[src/rtl/led_frame_streamer_pkg.sv]
// led_pkg: colour width, colour type, FSM state encoding and blank colour shared by the LED frame streamer
package led_pkg;
   localparam int LED_COLOR_W = 24;
   typedef logic [LED_COLOR_W-1:0] color_t;
   typedef enum logic [1:0] {IDLE = 2'd0, STREAM = 2'd1, GAP = 2'd2} state_e;
   localparam color_t COLOR_OFF = '0;
endpackage

[src/rtl/led_frame_streamer_if.sv]
// led_frame_streamer_if: valid/ready LED stream towards the addressable-LED serializer
interface led_frame_streamer_if #(
   parameter int COLOR_W = 24,
   parameter int IDX_W = 4
);
   logic               out_valid;
   logic               out_ready;
   logic [COLOR_W-1:0] out_color;
   logic [IDX_W-1:0]   out_index;
   logic               out_last;
   modport master(output out_valid, out_color, out_index, out_last, input out_ready);
   modport slave(input out_valid, out_color, out_index, out_last, output out_ready);
endinterface

[src/rtl/led_frame_streamer_priority_enc.sv]
// led_priority_enc: lowest set index of a lit vector plus an any-set flag
module led_priority_enc #(
   parameter int N_LEDS = 11,
   parameter int IDX_W = $clog2(N_LEDS)
) (
   input  logic [N_LEDS-1:0] lit,
   output logic [IDX_W-1:0]  first_lit,
   output logic              any_lit
);
   // scan downwards so the lowest lit index is the last one written
   always_comb begin
      first_lit = '0;
      for (int i = N_LEDS - 1; i >= 0; i--)
         if (lit[i]) first_lit = IDX_W'(i);
   end
   assign any_lit = |lit;
endmodule

[src/rtl/led_frame_streamer.sv]
// led_frame_streamer: double-buffered LED frame streamed over valid/ready; LED_FRAME_BRIGHTNESS_EN adds a brightness scaler
module led_frame_streamer
   import led_pkg::*;
#(
   parameter int N_LEDS = 11,
   parameter int COLOR_W = LED_COLOR_W,
   parameter int GAP_CYCLES = 64,
   parameter int IDX_W = $clog2(N_LEDS)
) (
   input  logic                clock,
   input  logic                reset,
   input  logic                frame_load,
   input  logic [N_LEDS-1:0]   led_select,
   input  logic [COLOR_W-1:0]  load_color,
   input  logic                wr_en,
   input  logic [IDX_W-1:0]    wr_addr,
   input  logic [COLOR_W-1:0]  wr_color,
   input  logic                commit,
   input  logic                start,
`ifdef LED_FRAME_BRIGHTNESS_EN
   input  logic [7:0]          brightness,
`endif
   led_frame_streamer_if.master out_if,
   output logic                busy,
   output logic                commit_pending,
   output logic [IDX_W-1:0]    first_lit,
   output logic                any_lit
);
   localparam logic [1:0] S_IDLE = IDLE;
   localparam logic [1:0] S_STREAM = STREAM;
   localparam logic [1:0] S_GAP = GAP;
   localparam int CNT_W = $clog2(GAP_CYCLES + 1);
   logic [COLOR_W-1:0] shadow [N_LEDS];
   logic [COLOR_W-1:0] active [N_LEDS];
   logic [COLOR_W-1:0] cur_color;
   logic [N_LEDS-1:0]  lit;
   logic [1:0]         state;
   logic [IDX_W-1:0]   idx;
   logic [CNT_W-1:0]   cnt;
   logic               pending;
   logic               valid;
   logic               last;
   logic               hs;
   logic               gap_done;
   assign valid = state == S_STREAM;
   assign last = idx == IDX_W'(N_LEDS - 1);
   assign hs = valid && out_if.out_ready;
   assign gap_done = state == S_GAP && cnt == '0;
   // shadow buffer: bulk load, with a same-cycle single-LED write taking priority; out-of-range addresses match nothing
   always_ff @(posedge clock or posedge reset)
      if (reset) shadow <= '{default: '0};
      else
         for (int i = 0; i < N_LEDS; i++)
            if (wr_en && wr_addr == IDX_W'(i)) shadow[i] <= wr_color;
            else if (frame_load) shadow[i] <= led_select[i] ? load_color : '0;
   // active buffer: copied at once in IDLE, otherwise held until the edge that leaves GAP
   always_ff @(posedge clock or posedge reset)
      if (reset) active <= '{default: '0};
      else if ((commit && state == S_IDLE) || (gap_done && (pending || commit))) active <= shadow;
   // sequencer: IDLE -> STREAM (one LED per handshake) -> GAP (latch time) -> IDLE
   always_ff @(posedge clock or posedge reset)
      if (reset) begin
         state <= S_IDLE;
         idx <= '0;
         cnt <= '0;
         pending <= 1'b0;
      end else begin
         if (state == S_IDLE && start) state <= S_STREAM;
         if (state == S_IDLE) idx <= '0;
         if (hs) idx <= last ? '0 : idx + 1'b1;
         if (hs && last) state <= S_GAP;
         if (hs && last) cnt <= CNT_W'(GAP_CYCLES - 1);
         if (state == S_GAP) cnt <= gap_done ? cnt : cnt - 1'b1;
         if (gap_done) state <= S_IDLE;
         pending <= state != S_IDLE && !gap_done && (pending || commit);
      end
`ifdef LED_FRAME_BRIGHTNESS_EN
   logic [7:0] bright;
   // brightness is captured at start so a frame is never rescaled half-way
   always_ff @(posedge clock or posedge reset)
      if (reset) bright <= '0;
      else if (state == S_IDLE && start) bright <= brightness;
   // each 8-bit channel becomes (chan * bright) >> 8, truncated
   always_comb begin
      cur_color = active[idx];
      for (int c = 0; c < COLOR_W / 8; c++)
         cur_color[c*8 +: 8] = 8'((16'(active[idx][c*8 +: 8]) * 16'(bright)) >> 8);
   end
`else
   assign cur_color = active[idx];
`endif
   // lit flags come straight from the unscaled active frame
   always_comb begin
      lit = '0;
      for (int i = 0; i < N_LEDS; i++)
         lit[i] = active[i] != '0;
   end
   led_priority_enc #(.N_LEDS(N_LEDS), .IDX_W(IDX_W)) u_prio (
      .lit(lit),
      .first_lit(first_lit),
      .any_lit(any_lit)
   );
   assign out_if.out_valid = valid;
   assign out_if.out_index = idx;
   assign out_if.out_color = valid ? cur_color : COLOR_W'(COLOR_OFF);
   assign out_if.out_last = valid && last;
   assign busy = state != S_IDLE;
   assign commit_pending = pending;
endmodule

[src/flat_wrapper.sv]
// flat-port wrapper written by rule: the top's interface ports become plain ports
module led_frame_streamer_flat import led_pkg::*;
#(
   parameter int N_LEDS = 11,
   parameter int COLOR_W = LED_COLOR_W,
   parameter int GAP_CYCLES = 64,
   parameter int IDX_W = $clog2(N_LEDS)
)
  (clock, reset, frame_load, led_select, load_color, wr_en, wr_addr, wr_color, commit, start, busy, commit_pending, first_lit, any_lit, out_if_out_valid, out_if_out_color, out_if_out_index, out_if_out_last, out_if_out_ready);
  led_frame_streamer_if #(.COLOR_W(COLOR_W), .IDX_W(IDX_W)) out_if_i ();
  input  logic clock;
  input  logic reset;
  input  logic frame_load;
  input  logic [N_LEDS-1:0] led_select;
  input  logic [COLOR_W-1:0] load_color;
  input  logic wr_en;
  input  logic [IDX_W-1:0] wr_addr;
  input  logic [COLOR_W-1:0] wr_color;
  input  logic commit;
  input  logic start;
  output logic busy;
  output logic commit_pending;
  output logic [IDX_W-1:0] first_lit;
  output logic any_lit;
  output wire logic [$bits(out_if_i.out_valid)-1:0] out_if_out_valid;
  output wire logic [$bits(out_if_i.out_color)-1:0] out_if_out_color;
  output wire logic [$bits(out_if_i.out_index)-1:0] out_if_out_index;
  output wire logic [$bits(out_if_i.out_last)-1:0] out_if_out_last;
  input wire logic [$bits(out_if_i.out_ready)-1:0] out_if_out_ready;
  assign out_if_out_valid = out_if_i.out_valid;
  assign out_if_out_color = out_if_i.out_color;
  assign out_if_out_index = out_if_i.out_index;
  assign out_if_out_last = out_if_i.out_last;
  assign out_if_i.out_ready = out_if_out_ready;
  led_frame_streamer #(.N_LEDS(N_LEDS), .COLOR_W(COLOR_W), .GAP_CYCLES(GAP_CYCLES), .IDX_W(IDX_W)) u_core (.clock(clock), .reset(reset), .frame_load(frame_load), .led_select(led_select), .load_color(load_color), .wr_en(wr_en), .wr_addr(wr_addr), .wr_color(wr_color), .commit(commit), .start(start), .out_if(out_if_i), .busy(busy), .commit_pending(commit_pending), .first_lit(first_lit), .any_lit(any_lit));
endmodule
[config.mk]
export PLATFORM = sky130hd
export DESIGN_NAME = led_frame_streamer_flat
export DESIGN_NICKNAME = d
export VERILOG_FILES = /design/src/rtl/led_frame_streamer_pkg.sv /design/src/rtl/led_frame_streamer_if.sv /design/src/rtl/led_frame_streamer_priority_enc.sv /design/src/rtl/led_frame_streamer.sv /design/src/flat_wrapper.sv
export SDC_FILE = /design/constraint.sdc
export NUM_CORES = 1
export LEC_CHECK = 0
export BUFFER_PORTS_ARGS = -buffer_cell sky130_fd_sc_hd__buf_2
export CORE_ASPECT_RATIO = 0.8
export CORE_MARGIN = 3
export CORE_UTILIZATION = 55
export DETAILED_ROUTE_END_ITERATION = 8
export PLACE_DENSITY_LB_ADDON = 0.2
export SKIP_CTS_REPAIR_TIMING = 1
export SLEW_MARGIN = 20
export SYNTH_ARGS = -nofsm -noshare
export SYNTH_HDL_FRONTEND = slang
export SYNTH_SLANG_ARGS = --single-unit
[constraint.sdc]
create_clock -name clock -period 34.9 [get_ports clock]
set_input_delay 3.49 -clock clock [delete_from_list [all_inputs] [get_ports clock]]
set_output_delay 3.49 -clock clock [all_outputs]
set_load 0.01 [all_outputs]
==> run metrics <==
hold path start=u_core.shadow[46]; top cell type's share of synthesized area=0.509; CTS Root Cell=clkbuf_16; utilization after layout=0.611; Period Utilization, post-route=0.203; Routed Antenna Nets=0; count leader, synth=dfrtp_1; setup ws final=~28 ns; most common flop cell mapped by yosys=dfrtp_1; Hold Vio Cnt, Final=0; CP max FO=3; total net switching power=341 uW; Synth cell types=45; Ports=107; ranking of synthesized cells by area=dfrtp_1, mux2_1, nor2b_1; CP Class=register to output pin; share of layout cells above drive strength 1=0.118; initial core utilization=0.561; status=completed; Overall Power=about 1.4 mW; Final Max Tran Viols=0; R2R Path End=u_core.active[118]; Flop pwr share=0.474; synthesized area per cell=10.6 um^2; Net Sw Frac=0.241; Final setup viols=0; Hold Path End=u_core.active[46]; Final min period=7.09 ns; yosys warns=0; Cell Pwr Density=48.8 mW/mm^2; Hold WS=0.477 ns; die height=203 um; DR WL/cell=27.7 um; Tightest Hold Check Type=register to register; Req. time, crit path=31.41 ns; top post-synthesis cells by count=dfrtp_1, nor2b_1, a31oi_1; pre-CTS setup slack=28.24 ns; relative slew slack=0.189; Port Buffer Count=between 100 and 150; total track usage=0.337; measured slew at the worst slew-check pin=1.22 ns; post-detail-place hpwl=54.0 mm; CP max stage delay=0.93 ns; WHS Path Cells=1; Synth Net Count=between 2000 and 3000; gpl congestion=0.923; asr flop ratio synth=1.00; Post-synth EDFFs=0; Post-Synthesis Cells=approximately 2500; r2r setup slk=30.64 ns; Layout Area Growth over Synthesis=8.84%; GRT overflow=0; DR pass1 iterations=6; Worst Setup End Kind=output pin; floorplan row count=71; Iteration-0 DRC Markers=2823; Leakage=approximately 13 nW; worst endpoint data arrival time=between 3 and 4 ns; Worst R2R Path Depth=9; sequential fraction of the synthesis area=0.509; leading area contributor after synthesis=dfrtp_1; Num CTS Buffers=54; worst-path cell chain=nor4_1 -> and4_1 -> nor4bb_1 -> a21boi_0 -> o21ai_1 -> buf_2; CP max-delay cell=nor4_1; power share of the clock group=0.451; clk_skew=about 0.016 ns; total routed wirelength=86.4 mm; RSZ-0062 raised after global routing=no; clock sinks=about 540; combinational share of power=0.074; core region area=0.0474 mm^2; die area=~0.05 mm^2; max-cap violations=0; f_max=0.141 GHz; DR vias/cell=6.70; Vias=roughly 21000; vias in the first global route=around 20000; initial antenna violation count=28; Nets=around 2500; internal power=1.07 mW; Worst R2R Start=u_core.cnt[0]; CTS tree=yes; first-pass GRT wire length=between 100 and 150 mm; Startpoint Class=register; #FFs+latches synth=542; maximum VDD drop=roughly 0.048 mV; H-Tree Depth=2; largest net degree at the start of global routing=166; synthesized cell area=0.0266 mm^2; chip width=252 um; clk buf depth=3; DRC=0; setup TNS=0 ns; clock-pin slew on the worst setup and hold paths=0.06 ns; Worst-Skew Late Latency=0.62 ns
-- power groups by stage --
stage / sequential (mW) / clock, mW / combinational (mW)
2_1_floorplan: 0.677 / 0 / 0.0730
3_3_place_gp: 0.680 / 0 / 0.0995
3_5_place_dp: 0.681 / 0 / 0.103
4_1_cts: 0.670 / 0.643 / 0.104
5_1_grt: 0.673 / 0.672 / 0.115
6_report: 0.671 / 0.639 / 0.105
-- worst max-delay path by stage --
| stage | start | end | slack, ns | depth (start not counted) |
|---|---|---|---|---|
| after floorplan | reset | u_core.active[0] | 16.26 | 1 |
| after global placement | frame_load | u_core.shadow[199] | 28.26 | 6 |
| after detailed placement | frame_load | u_core.shadow[46] | 28.24 | 6 |
| after CTS | u_core.out_if.out_index[0] | out_if_out_color[13] | 27.68 | 6 |
| after global routing | u_core.out_if.out_index[0] | out_if_out_color[13] | 27.75 | 6 |
| final | u_core.active[46] | first_lit[1] | 27.81 | 6 |
-- per-stage QoR --
stage | cell area [um^2] | instances
after floorplan | 26600 | 2501
after global placement | 27000 | 3008
after detailed placement | 27000 | 3008
after CTS | 28900 | 3105
after global routing | 29000 | 3117
final | 29000 | 3118
-- cell type report --
cell class	count	area, um^2
Tap cell	620	776
Antenna cell	13	32.5
Clock buffer	72	1540
Fill cell	3837	18500
Sequential cell	542	13600
Inverter	9	41.3
Multi-Input combinational cell	1706	11900
Clock inverter	25	378
Timing Repair Buffer	131	748
-- cell families after synthesis --
kind of cell | Yosys count | share of synthesized area
XOR/XNOR | 3 | 0.000987
flip-flops | 542 | 0.509
AO/OA/AOI/OAI | 599 | 0.127
multiplexers | 361 | 0.171
adder cells (fa/ha/maj) | 3 | 0.00141
buffers and inverters | 253 | 0.0471
AND/OR/NAND/NOR | 740 | 0.144
-- worst max-delay path: cells and delay by family, from the launching register on --
kind / cells / cell delay [ns]
buffers and inverters: 1 / 0.22
and+or+nand+nor: 3 / 1.78
DFF: 1 / 0.41
AOI/OAI and AO/OA: 2 / 0.58
-- cell usage in the layout (no fill, tap or decap), types with 4 or more instances in the layout --
master       n
inv_1        7
nor2_4       6
buf_4       22
o21ai_1     52
a21oi_1    153
clkinv_2    14
nand3_1      5
nand2b_1     5
o22ai_1     25
and2_1      24
mux2_1     264
nand2_1    166
a31oi_1    265
clkbuf_8     6
nor2b_1    266
buf_2      105
bufinv_16   10
nand4_1     10
mux2i_1     49
dfrtp_1    539
nor2_1     157
clkbuf_16   57
diode_2     13
nand3b_1     4
clkbuf_1     9
nor4_1      67
mux4_2      48
nor3_1       6
o21ai_0    100
-- metal layers --
metal / share of wire / track usage / wire length (um) / vias up
li1: - / - / - / 8836
met1: 0.41 / 0.486 / 35100 / 10600
met2: 0.45 / 0.506 / 38500 / 1250
met3: 0.11 / 0.0740 / 9640 / 210
met4: 0.036 / 0.126 / 3090 / 10
met5: 0.00074 / 0 / 64 / -
-- state kept, by name, indices dropped and copies added, names as in the netlist --
signal / cells
u_core.state: 2
u_core.shadow: 264
u_core.cnt: 7
u_core.commit_pending: 1
u_core.out_if.out_index: 4
u_core.active: 264
Power figures use the tool's default switching activity.
